<file path="src/rtl/pipelined_adder_subtractor.sv">
// rtl/pipelined_adder_subtractor.sv - carry-chunked pipelined adder/subtractor with saturation and valid/ready flow control
module pipelined_adder_subtractor #(
    parameter int WIDTH = 16,
    parameter int CHUNK = 4
) (
    input  logic             clk,
    input  logic             rst,
    input  logic [WIDTH-1:0] A,
    input  logic [WIDTH-1:0] B,
    input  logic             Op,
    input  logic             Sat,
    input  logic             in_valid,
    output logic             in_ready,
    output logic [WIDTH-1:0] S,
    output logic             C,
    output logic             V,
    output logic             Z,
    output logic             N,
    output logic             out_valid,
    input  logic             out_ready
);

    localparam int STAGES = WIDTH / CHUNK;
    localparam int LAST   = STAGES - 1;

    // Operands travel whole; b is already conditionally inverted for subtract.
    logic [WIDTH-1:0]  a_q   [STAGES];
    logic [WIDTH-1:0]  a_d   [STAGES];
    logic [WIDTH-1:0]  b_q   [STAGES];
    logic [WIDTH-1:0]  b_d   [STAGES];
    logic [WIDTH-1:0]  sum_q [STAGES];
    logic [WIDTH-1:0]  sum_d [STAGES];
    logic [STAGES-1:0] carry_q, carry_d;
    logic [STAGES-1:0] op_q, op_d;
    logic [STAGES-1:0] sat_q, sat_d;
    logic [STAGES-1:0] vld_q, vld_d;
    logic [STAGES-1:0] en;

    function automatic logic [WIDTH:0] resolve(
        input logic [WIDTH-1:0] a,
        input logic [WIDTH-1:0] b,
        input logic [WIDTH-1:0] s,
        input logic             cin,
        input int               k
    );
        logic [CHUNK:0]   part;
        logic [WIDTH-1:0] r;
        part = {1'b0, a[k*CHUNK +: CHUNK]} + {1'b0, b[k*CHUNK +: CHUNK]}
             + {{CHUNK{1'b0}}, cin};
        r = s;
        r[k*CHUNK +: CHUNK] = part[CHUNK-1:0];
        return {part[CHUNK], r};
    endfunction

    assign in_ready  = ~vld_q[LAST] | out_ready;
    assign out_valid = vld_q[LAST];

    always_comb begin
        logic [WIDTH:0] res;
        logic [WIDTH-1:0] b_inv;
        // A stage may take new contents when it is empty or its successor moves,
        // so bubbles ahead of a stalled output still collapse.
        en[LAST] = ~vld_q[LAST] | out_ready;
        for (int k = LAST - 1; k >= 0; k--) begin
            en[k] = ~vld_q[k] | en[k+1];
        end

        b_inv      = B ^ {WIDTH{Op}};
        res        = resolve(A, b_inv, '0, Op, 0);
        a_d[0]     = A;
        b_d[0]     = b_inv;
        sum_d[0]   = res[WIDTH-1:0];
        carry_d[0] = res[WIDTH];
        op_d[0]    = Op;
        sat_d[0]   = Sat;
        vld_d[0]   = in_valid & in_ready;

        for (int k = 1; k < STAGES; k++) begin
            res        = resolve(a_q[k-1], b_q[k-1], sum_q[k-1], carry_q[k-1], k);
            a_d[k]     = a_q[k-1];
            b_d[k]     = b_q[k-1];
            sum_d[k]   = res[WIDTH-1:0];
            carry_d[k] = res[WIDTH];
            op_d[k]    = op_q[k-1];
            sat_d[k]   = sat_q[k-1];
            vld_d[k]   = vld_q[k-1];
        end
    end

    always_ff @(posedge clk) begin
        if (rst) begin
            for (int k = 0; k < STAGES; k++) begin
                a_q[k]   <= '0;
                b_q[k]   <= '0;
                sum_q[k] <= '0;
            end
            carry_q <= '0;
            op_q    <= '0;
            sat_q   <= '0;
            vld_q   <= '0;
        end else begin
            for (int k = 0; k < STAGES; k++) begin
                if (en[k]) begin
                    a_q[k]     <= a_d[k];
                    b_q[k]     <= b_d[k];
                    sum_q[k]   <= sum_d[k];
                    carry_q[k] <= carry_d[k];
                    op_q[k]    <= op_d[k];
                    sat_q[k]   <= sat_d[k];
                    vld_q[k]   <= vld_d[k];
                end
            end
        end
    end

    always_comb begin
        logic cin_msb;
        logic [WIDTH-1:0] raw;
        raw = sum_q[LAST];
        // Carry into the MSB recovered from the MSB's own sum bit.
        cin_msb = raw[WIDTH-1] ^ a_q[LAST][WIDTH-1] ^ b_q[LAST][WIDTH-1];
        V = cin_msb ^ carry_q[LAST];
        C = carry_q[LAST] ^ op_q[LAST];
        S = raw;
        if (sat_q[LAST] && V) begin
            S = a_q[LAST][WIDTH-1] ? {1'b1, {(WIDTH-1){1'b0}}} : {1'b0, {(WIDTH-1){1'b1}}};
        end
        N = S[WIDTH-1];
        Z = vld_q[LAST] && (S == '0);
    end

endmodule

</file>
<file path="config.mk">
export PLATFORM = sky130hd
export DESIGN_NAME = pipelined_adder_subtractor
export DESIGN_NICKNAME = d
export VERILOG_FILES = /design/src/rtl/pipelined_adder_subtractor.sv
export SDC_FILE = /design/constraint.sdc
export NUM_CORES = 1
export LEC_CHECK = 0
export CAP_MARGIN = 30
export CORE_MARGIN = 2
export CORE_UTILIZATION = 30
export CTS_CLUSTER_SIZE = 24
export DETAILED_ROUTE_END_ITERATION = 6
export PLACE_DENSITY_LB_ADDON = 0.05
export SYNTH_ARGS = -nofsm -noshare
export SYNTH_HDL_FRONTEND = slang
export SYNTH_SLANG_ARGS = --single-unit
</file>
<file path="constraint.sdc">
create_clock -name clk -period 6.3 [get_ports clk]
set_input_delay 1.26 -clock clk [delete_from_list [all_inputs] [get_ports clk]]
set_output_delay 1.26 -clock clk [all_outputs]
set_load 0.02 [all_outputs]
</file>
==> results.py <==
metrics = {
    "outcome": {
        "status": "finished clean",
    },
    "worst_setup_path": {
        "path_delay_family": "buffers and inverters",
        "critical_path.max_stage_delay_ns": 0.64,
        "critPathMostFrequentCell": "sky130_fd_sc_hd__clkdlybuf4s50_1",
        "crit_path_max_fanout": 17,
        "crit_path_start_kind": "primary input",
        "cp_cell_sequence": "clkdlybuf4s50_1, nor2b_1, buf_4, inv_1, clkdlybuf4s50_1",
        "worst-path-buf-inv": 4,
        "timing_worst_setup_path_type": "in -> out",
        "critPathRequiredTime_ns": 5.04,
        "crit_slowest_cell": "sky130_fd_sc_hd__clkdlybuf4s50_1",
        "setup.worst_path.end_class": "primary output",
        "crit_arrival_ns": 2.78,
    },
    "timing": {
        "max-slew-margin-rel_pct": 40.27,
        "hold_viol": 0,
        "finalMaxSlewViolations": 0,
        "fin_setup_tns_ns": 0,
        "timing.final.crit_period_ns": 4.043,
        "rsz0062_at_grt": "no",
        "maximum_frequency_from_static_timing_analysis_mhz": 247.3,
        "worst_slew_pin_slew_ns": 0.8949,
        "finalSetupViolCount": 0,
        "min_period_over_period_pct": 64.17,
        "clock_skew_ns": 0.006152,
    },
    "place": {
        "portBuffers": 59,
        "place.gp.congestion": 0.7428,
        "place_hpwl_um": 6288,
    },
    "global_route": {
        "grtUsageTotal_pct": 10.12,
        "grt_overflow": 0,
        "grt_pass1_wl_um": 14190,
        "grt_start_max_net_pins": 30,
        "initial_antenna_violation_count": 0,
        "vias_in_the_first_global_route": 2790,
    },
    "final_layout": {
        "antenna-diode-count": 0,
        "layout.nets": 515,
        "fillCellCount": 1596,
        "share_of_cells_above_drive_strength_1_pct": 7.991,
        "syn2layout_area_growth_pct": 22.62,
        "final-seq-area_sq_um": 3023,
        "multi_input_area_sq_um": 1763,
    },
    "logic_synthesis": {
        "synth_ff_type": "sky130_fd_sc_hd__edfxtp_1",
        "share_of_synthesized_flip_flops_with_an_asynchronous_set_or_reset_pct": 0,
        "most_common_cell_in_the_netlist": "sky130_fd_sc_hd__edfxtp_1",
        "synth_enable_flop_cells": 90,
        "post_synth_inst_count": 405,
        "ys_seq_elements": 106,
        "yosys_warnings": 0,
        "synth.distinct_cells": 38,
        "synthesis.area_per_instance_sq_um": 12.18,
        "yosysSeqAreaShare_pct": 61.26,
        "synthesis.nets": 462,
        "synth_top_cell_by_area": "sky130_fd_sc_hd__edfxtp_1",
        "mapped_area_sq_um": 4935,
        "synth_area_leaders": "sky130_fd_sc_hd__edfxtp_1 55%, sky130_fd_sc_hd__and2_1 8.4%, sky130_fd_sc_hd__dfxtp_1 6.5%, sky130_fd_sc_hd__nor2_1 3.3%, sky130_fd_sc_hd__ha_1 3.0%",
        "area_share_of_the_leading_cell_type_in_the_synthesized_netlist_pct": 54.77,
        "synth.top_cells.by_count": "90 x sky130_fd_sc_hd__edfxtp_1, 66 x sky130_fd_sc_hd__and2_1, 43 x sky130_fd_sc_hd__nor2_1",
    },
    "detailed_routing": {
        "routed_wl_um": 8297,
        "post-route-drc-count": 0,
        "firstDrtPassIters": 4,
        "drtIter0Drc": 94,
        "vias": 2792,
        "drt-vias-per-instance": 4.112,
        "drt.antenna.violating_nets": 0,
        "routedWlPerCell_um": 12.22,
    },
    "floorplan": {
        "core_sq_um": 16000,
        "die-area_sq_um": 17490,
        "die_y_um": 132.3,
        "floorplan.initialDensity_pct": 30.84,
        "std_cell_rows": 46,
        "floorplan.io_pins": 60,
        "dieWidth_um": 132.3,
    },
    "clocking": {
        "postcts_setup_bufs": 0,
        "htreeDepth": 3,
        "cts_tree": "built",
        "cts_buf_count": 9,
        "root_buffer": "sky130_fd_sc_hd__clkbuf_16",
        "cts_repair_resize_count": 0,
        "clk-insertion-delay-late_ns": 0.34,
        "cts.path.max_buffers": 2,
        "cts_num_sinks": 106,
        "cts.hold.buffers_added": 0,
        "worst_setup_hold_path_clk_slew_ns": 0.06,
    },
    "worst_hold_path": {
        "hp-class": "reg -> reg",
    },
    "power_and_ir_drop": {
        "vdd.ir_drop.worst_mv": 0.1248,
        "total_leakage_power_nw": 2.319,
        "power_density_nw_per_um2": 255.9,
        "post-layout-total-power_mw": 1.548,
    },
    "run": {
        "cap_violations": 0,
    },
}
sequential cells by signal, summed over array words and instances, names as in the netlist:
register	count
sum_q	40
vld_q	4
b_q	25
a_q	25
carry_q	4
op_q	4
sat_q	4
kinds of logic after synthesis:
logic type,Yosys count,synth area share (%)
compound gates,47,6.263
xor+xnor,24,4.564
fa+ha+maj,19,5.882
buf+inv,31,3.017
flops,106,61.26
mux,2,0.4564
simple gates,176,18.56
per-layer routing:
metal | global-route usage (%) | part of all wire (%)
met3 | 2.422 | 3.8
met4 | 3.943 | 1.6
met5 | 0 | 0
met2 | 16.03 | 45
met1 | 13.44 | 50
final timing paths:
| kind | from | end | cells after the start | slack, ns |
|---|---|---|---|---|
| setup / recovery | out_ready | in_ready | 5 | 2.26 |
| setup reg to reg | vld_q[2] | b_q[0][4] | 4 | 4.10 |
| hold / removal | sat_q[0] | sat_q[1] | 2 | 0.47 |
| hold reg to reg | sat_q[0] | sat_q[1] | 2 | 0.47 |
cell type report:
class	count	area share, %
sequential	106	49.96
clock inverter	5	1.282
clock buffer	11	4.012
tap	216	4.467
inverter	11	0.6824
multi-input combinational	268	29.14
timing repair buffer	62	10.46
tightest hold or removal path: stages, from the launching register on:
cell and delay (ns):
sky130_fd_sc_hd__dfxtp_1 0.31, sky130_fd_sc_hd__nand2_1 0.05, sky130_fd_sc_hd__a21oi_1 0.05
placed cells by master, fill, tap and decap left out, types with 2 or more instances in the layout:
cell                              synthesis  layout
sky130_fd_sc_hd__a21o_1                   5       5
sky130_fd_sc_hd__a211oi_1                 4       4
sky130_fd_sc_hd__mux2_2                   2       2
sky130_fd_sc_hd__bufinv_16                0       2
sky130_fd_sc_hd__dfxtp_1                 16      16
sky130_fd_sc_hd__nor2_1                  43      43
sky130_fd_sc_hd__edfxtp_1                90      90
sky130_fd_sc_hd__and2_1                  66      66
sky130_fd_sc_hd__buf_4                    1       2
sky130_fd_sc_hd__clkdlybuf4s50_1          0      59
sky130_fd_sc_hd__nor3_1                   9       9
sky130_fd_sc_hd__nor2b_1                  6       6
sky130_fd_sc_hd__o21ai_0                  3       3
sky130_fd_sc_hd__xor2_1                   6       6
sky130_fd_sc_hd__a21oi_2                 12      12
sky130_fd_sc_hd__nand3_1                  7       7
sky130_fd_sc_hd__nand2b_1                 3       3
sky130_fd_sc_hd__ha_1                    12      12
sky130_fd_sc_hd__inv_1                   11      11
sky130_fd_sc_hd__fa_1                     7       7
sky130_fd_sc_hd__a21oi_1                 21      21
sky130_fd_sc_hd__xnor2_1                 17      17
sky130_fd_sc_hd__clkinv_2                 0       2
sky130_fd_sc_hd__clkbuf_16                0       9
sky130_fd_sc_hd__nor4_1                   2       2
sky130_fd_sc_hd__nand2_1                 31      31
where the power goes:
part | internal [mW] | switching [mW]
combinational | 0.0742 | 0.0634
clock | 0.358 | 0.237
sequential | 0.800 | 0.0163
total | 1.23 | 0.317
metrics by stage:
stage / cells / worst slack, ns / util (%) / instance area [sq um] / hold slack, ns
detailed placement: 663 / 2.259 / 35.81 / 5731 / 0.4574
global route: 679 / 2.199 / 37.82 / 6051 / 0.4828
finish: 679 / 2.257 / 37.82 / 6051 / 0.4653
global placement: 662 / 2.276 / 35.64 / 5703 / 0.4567
CTS: 679 / 2.253 / 37.82 / 6051 / 0.4683
floorplan: 405 / 3.266 / - / 4935 / 0.4321
No activity file was read; power rests on OpenSTA's default activity.
